File: config.mk
export PLATFORM = sky130hd
export DESIGN_NAME = sdr_toggle_arbiter
export DESIGN_NICKNAME = d
export VERILOG_FILES = /design/src/rtl/sdr_arb_pkg.sv /design/src/rtl/sdr_toggle_arbiter.sv
export SDC_FILE = /design/constraint.sdc
export NUM_CORES = 1
export LEC_CHECK = 0
export BUFFER_PORTS_ARGS = -buffer_cell sky130_fd_sc_hd__buf_2
export CORE_MARGIN = 2
export CORE_UTILIZATION = 40
export DETAILED_ROUTE_END_ITERATION = 8
export PLACE_DENSITY = 0.71
export SLEW_MARGIN = 40
export SYNTH_ARGS = -nofsm -noshare
export SYNTH_HDL_FRONTEND = slang
export SYNTH_SLANG_ARGS = --single-unit
File: constraint.sdc
create_clock -name clk -period 3.8 [get_ports clk]
set_input_delay 0 -clock clk [delete_from_list [all_inputs] [get_ports clk]]
set_output_delay 0 -clock clk [all_outputs]
set_load 0.02 [all_outputs]
File: src/rtl/sdr_arb_pkg.sv
// Shared types and constants for the two-requester SDRAM toggle arbiter.
package sdr_arb_pkg;

   localparam int DEF_ADDR_W = 25;
   localparam int DEF_DATA_W = 64;

   localparam int PRIO_RR    = 0;
   localparam int PRIO_FIXED = 1;

   typedef enum logic {
      ST_IDLE = 1'b0,
      ST_WAIT = 1'b1
   } arb_state_e;

endpackage

File: src/rtl/sdr_toggle_arbiter.sv
// Arbitrates two toggle-handshake read requesters onto one toggle-handshake
// SDRAM read port; one transfer outstanding at a time.
module sdr_toggle_arbiter
   import sdr_arb_pkg::*;
#(
   parameter int ADDR_W     = DEF_ADDR_W,
   parameter int DATA_W     = DEF_DATA_W,
   parameter int FIXED_PRIO = PRIO_RR
) (
   input  logic              clk,
   input  logic              reset,
   input  logic [ADDR_W-1:0] rq0_addr,
   input  logic [ADDR_W-1:0] rq1_addr,
   input  logic              rq0_req,
   input  logic              rq1_req,
   output logic              rq0_ack,
   output logic              rq1_ack,
   output logic [DATA_W-1:0] rq0_data,
   output logic [DATA_W-1:0] rq1_data,
   output logic [ADDR_W-1:0] sdr_addr,
   output logic              sdr_req,
   input  logic              sdr_ack,
   input  logic [DATA_W-1:0] sdr_data,
   output logic              busy,
   output logic              grant
);

   // Handshake: a side is pending while its req differs from the matching ack;
   // the responder completes by making ack equal to req again.

   arb_state_e        state_q, state_d;
   logic              grant_q, grant_d;
   logic              sdr_req_q, sdr_req_d;
   logic [ADDR_W-1:0] sdr_addr_q, sdr_addr_d;
   logic              winner;
   logic              complete;

   logic [1:0]        req_in;
   logic [1:0]        pend;
   logic [1:0]        ack_vec;
   logic [ADDR_W-1:0] addr_in  [2];
   logic [DATA_W-1:0] data_vec [2];

   assign req_in     = {rq1_req, rq0_req};
   assign addr_in[0] = rq0_addr;
   assign addr_in[1] = rq1_addr;

   always_comb begin
      state_d    = state_q;
      grant_d    = grant_q;
      sdr_req_d  = sdr_req_q;
      sdr_addr_d = sdr_addr_q;
      complete   = 1'b0;
      winner     = 1'b0;
      case (state_q)
         ST_IDLE: begin
            // A stale downstream mismatch (e.g. after reset) blocks issue.
            if ((sdr_req_q == sdr_ack) && (pend != 2'b00)) begin
               if (pend == 2'b11)
                  winner = (FIXED_PRIO == PRIO_FIXED) ? 1'b0 : ~grant_q;
               else
                  winner = pend[1];
               grant_d    = winner;
               sdr_addr_d = addr_in[winner];
               sdr_req_d  = ~sdr_req_q;
               state_d    = ST_WAIT;
            end
         end
         ST_WAIT: begin
            if (sdr_ack == sdr_req_q) begin
               complete = 1'b1;
               state_d  = ST_IDLE;
            end
         end
         default: state_d = ST_IDLE;
      endcase
   end

   always_ff @(posedge clk) begin
      if (reset) begin
         state_q    <= ST_IDLE;
         grant_q    <= 1'b1;
         sdr_req_q  <= 1'b0;
         sdr_addr_q <= '0;
      end else begin
         state_q    <= state_d;
         grant_q    <= grant_d;
         sdr_req_q  <= sdr_req_d;
         sdr_addr_q <= sdr_addr_d;
      end
   end

   // Per-requester ack/data slice; only the granted slice moves on completion.
   for (genvar n = 0; n < 2; n++) begin : g_req
      logic              ack_q;
      logic [DATA_W-1:0] data_q;

      always_ff @(posedge clk) begin
         if (reset) begin
            ack_q  <= 1'b0;
            data_q <= '0;
         end else if (complete && (grant_q == 1'(n))) begin
            ack_q  <= ~ack_q;
            data_q <= sdr_data;
         end
      end

      assign pend[n]     = req_in[n] ^ ack_q;
      assign ack_vec[n]  = ack_q;
      assign data_vec[n] = data_q;
   end

   assign rq0_ack  = ack_vec[0];
   assign rq1_ack  = ack_vec[1];
   assign rq0_data = data_vec[0];
   assign rq1_data = data_vec[1];
   assign sdr_req  = sdr_req_q;
   assign sdr_addr = sdr_addr_q;
   assign grant    = grant_q;
   // busy doubles as the FSM state observation point (two states only).
   assign busy     = (state_q != ST_IDLE);

endmodule

# Word-level counts from Yosys, hierarchy flattened
# Index checks and enable logic that the tools add are counted.
# totals
wordCells,36
out_inout_bits,158
ff_bits,158
in_bits,119
# classes
n_bitwise,8
n_reduce_logical,5
n_eq_ne,3
magnitude_cmp,1
muxes,11
# ops
cell,n
$mux 25,3
$mux 1,7
$not 1->1,5
$logic_and 1x1->1,3
$eq 1x1->1,2
$eq 2x2->1 const B,1
$ge 2x2->1 const B,1
$not 1->2,1
$pmux 1 s2,1
$reduce_and 2->1,1
$reduce_bool 2->1,1
$xor 1x1->1,2

# Depth between registers and ports, before layout
# logic_depth
depth_word,9
mapped_depth,6
ltp_nobuf,4

# Worst setup path after synthesis
# OpenSTA, ideal clock, no wires.
# synth_path
path_kind,register to register
startpoint,"register sdr_req_q, in the netlist sdr_req"
endpoint,"register sdr_addr_q[1], in the netlist sdr_addr[1]"
path_stages_with_launch,6
slack_ns,2.208
arrival_ns,1.504
n_path_buf,1
synth_period_minus_slack_ns,1.592
cell_sequence,dfxtp_1 -> xor2_1 -> a211oi_4 -> buf_6 -> nor2_1 -> a311oi_2
# synth_between
elab_chain_cells,3
# synth_rtl
element,line,text
from (decl),sdr_toggle_arbiter.sv:33,"logic sdr_req_q, sdr_req_d;"
from (signal assigned),sdr_toggle_arbiter.sv:88,sdr_req_q <= sdr_req_d;
$eq 1x1->1,sdr_toggle_arbiter.sv:58,if ((sdr_req_q == sdr_ack) && (pend != 2'b00)) begin
$logic_and 1x1->1,sdr_toggle_arbiter.sv:58,
$reduce_and 2->1 (no source line),--,
to (signal assigned),sdr_toggle_arbiter.sv:89,sdr_addr_q <= sdr_addr_d;
to (decl),sdr_toggle_arbiter.sv:34,"logic [ADDR_W-1:0] sdr_addr_q, sdr_addr_d;"
# No other way between the ends.
# A chain may end at the register's enable or synchronous reset.

# Worst setup path in the final report
# layout_path
startpoint,"register sdr_req_q, in the netlist sdr_req"
endpoint,"register sdr_addr_q[3], in the netlist sdr_addr[3]"
# The elaborated chain is that of the path after synthesis.

==> summary.md <==
| Metric | Value |
|---|---|
| # IOs | `277` |
| Max Clock Freq | `368 MHz` |
| Setup bufs post-CTS | `0` |
| Synth Area per Inst | `8.06 µm²` |
| H-Tree Depth | `4` |
| Maxcap violations | `0` |
| Hold slack | `0.0374 ns` |
| Arrival @ worst endpoint | `3.07 ns` |
| Synthesized flop and latch total | `158` |
| Yosys warns | `0` |
| DRT iter0 DRCs | `between 300 and 400` |
| Syn Nets | `between 800 and 900` |
| Gr usage total | `0.227` |
| Detailed placement HPWL | `10600 µm` |
| CORE AREA | `between 10000 and 15000 µm²` |
| Row count | `44` |
| Cts bufs inserted | `17` |
| Reg-to-reg startpoint | `sdr_req` |
| Layout Cells excl Fill | `about 1300` |
| Final GP Congestion | `around 0.80` |
| Final Hold Viols | `0` |
| Pleak | `3.97 nW` |
| Total length of routed wires | `approximately 18000 µm` |
| Critical Setup Path Class | `reg -> reg` |
| Synth top area share | `0.543` |
| Avg WL per Cell | `14.2 µm` |
| Area leader, netlist | `dfxtp_1` |
| Vias in the first global route | `between 5000 and 6000` |
| Share of cells above drive strength 1 | `0.310` |
| Mapped Cells | `722` |
| Final worst path period need | `~2.7 ns` |
| Pins over their slew limit | `0` |
| Tightest Pin Transition | `between 0.7 and 0.8 ns` |
| Critical path launch point type | `register` |
| Crit. Startpoint | `sdr_req` |
| Largest net degree at the start of global routing | `83` |
| VDD IR max | `between 500 and 600 µV` |
| First-pass DRT Iterations | `4` |
| R2R Setup Slk | `1.08 ns` |
| Hold EP | `grant` |
| Worst Hold Launch | `rq0_req` |
| # diodes | `0` |
| Clock Latency Late Sink | `~0.41 ns` |
| Initial antenna violation count | `0` |
| Worst setup EP type | `register` |
| Via-to-Cell Ratio | `4.81` |
| Hold Path Class | `in -> reg` |
| Area Growth Syn to Fin | `54.0%` |
| Synth cell types | `22` |
| Slew headroom | `0.513` |
| Status | `complete, no violations` |
| Post-route DRC | `0` |
| Setup-failing EPs final | `0` |
| Initial Util | `0.405` |
| Placed insts | `1132` |
| DR vias | `6151` |
| Dominant cells by area after synthesis | `dfxtp_1 54%, nand2_1 20%, a21oi_1 11%` |
| ANT nets after route | `0` |
| R2r endpoint | `sdr_addr[3]` |
| CTS Sinks | `158` |
| Reg clk slew, reported paths | `0.06 ns` |
| NumNets Final | `1200` |
| Die area | `15500 µm²` |
| Die H | `125 µm` |
| Clock skew | `0.00942 ns` |
| Period utilization | `0.715` |
| Worst Path Required | `4.15 ns` |
| Grt ovf | `0` |
| Design Area, Final | `8970 µm²` |
| CTS tree | `yes` |
| Power Density | `587 nW/µm²` |
| Unrepaired setup endpoints after global routing | `false` |
| Fill count | `1214` |
| Largest fanout on the critical path | `43` |
| CTS root buffer | `clkbuf_16` |
| Reg2Reg Depth | `6` |
| Die Span X | `approximately 120 µm` |
| Seq/Total Area, Yosys | `0.543` |
| Hold Path Stages | `4` |
| Clock tree buffer depth | `2` |
| Count of input and output buffers | `276` |
| TNS Setup | `0 ns` |
| First-pass GRT wire length | `29000 µm` |
| Mapped Area | `5820 µm²` |
| Placed Instance Area | `7260 µm²` |
| # resized after CTS | `0` |
state kept, by name (all words and copies together) (netlist names):
name      cells
busy          1
grant         1
rq0_ack       1
rq0_data     64
rq1_ack       1
rq1_data     64
sdr_addr     25
sdr_req       1
critical path, stage by stage, from the launching register on:
cell and delay, ns:
dfxtp_1 0.41, xor2_1 0.21, a211oi_4 0.48, buf_4 0.55, nor2_1 0.08, a311oi_1 0.32, dlygate4sd3_1 0.61
power breakdown:
group / switching (mW) / internal [mW]
clock: 0.708 / 0.883
sequential: 0.128 / 1.88
combinational: 1.01 / 0.651
layout by cell type (no fill, tap or decap):
cell type	count
clkbuf_8	2
buf_2	275
dfxtp_1	158
clkinv_2	3
a21o_2	1
a311oi_1	6
nor3b_4	1
buf_12	1
nand2_1	307
nand3_4	1
buf_6	1
a21oi_4	1
a221o_1	1
a211oi_4	1
inv_8	2
inv_6	2
nor2_1	31
a311oi_2	19
a21oi_1	129
nand3b_1	1
dlygate4sd3_1	114
clkinvlp_4	2
clkbuf_16	17
xor2_1	2
buf_4	5
xnor2_1	6
and3_2	1
clkinv_4	4
worst max path at each step:
stage | endpoint | slack, ns
final | sdr_addr[3] | 1.08
after global routing | sdr_addr[3] | 0.86
after CTS | sdr_addr[1] | 1.18
after detailed placement | rq0_data[6] | 1.48
after global placement | rq1_data[2] | 1.48
after floorplan | sdr_addr[1] | 2.21
timing repair:
item,CTS,global route
hold buffers,114,0
endpoints found under the setup margin,0,0
endpoints found under the hold margin,153,0
cell type report:
class	instances	area (µm²)	share of cell area
clock buffer	19	453	0.0505
clock inverter	13	105	0.0117
multi-input combinational	508	2430	0.271
sequential	158	3160	0.353
tap	184	230	0.0257
timing repair buffer	396	2590	0.288
kinds of logic after synthesis:
logic type	Yosys count	synth area share
flops	158	0.543
buf+inv	56	0.0451
simple gates	342	0.222
compound gates	158	0.177
xor+xnor	8	0.0120
through the flow:
step	setup slack [ns]	util	total power, mW
6_report	1.08	0.624	5.26
3_3_place_gp	1.48	0.504	3.43
4_1_cts	1.18	0.623	5.26
3_5_place_dp	1.48	0.505	3.46
2_1_floorplan	2.21	-	3.05
5_1_grt	0.860	0.624	5.54
Yosys cell counts, drive strengths merged:
| library cell | instances |
|---|---|
| clkbuf | 33 |
| nor2 | 31 |
| a21oi | 130 |
| nand3 | 1 |
| nand2 | 307 |
| xnor2 | 6 |
| a21o | 1 |
| nor3b | 1 |
| a221o | 1 |
| dfxtp | 158 |
| a211oi | 1 |
| nand3b | 1 |
| xor2 | 2 |
| buf | 23 |
| and3 | 1 |
| a311oi | 25 |
routing by layer:
layer  routed length [µm]  track usage  vias to the layer above  share of wire
met5                    0            0                        -              0
met4                  429       0.0912                        0          0.024
met3                 1240       0.0576                       37          0.068
met2                 8810        0.394                      228           0.49
met1                 7650        0.267                     2809           0.42
li1                     -            -                     3077              -
(Power assumes the default switching activity.)
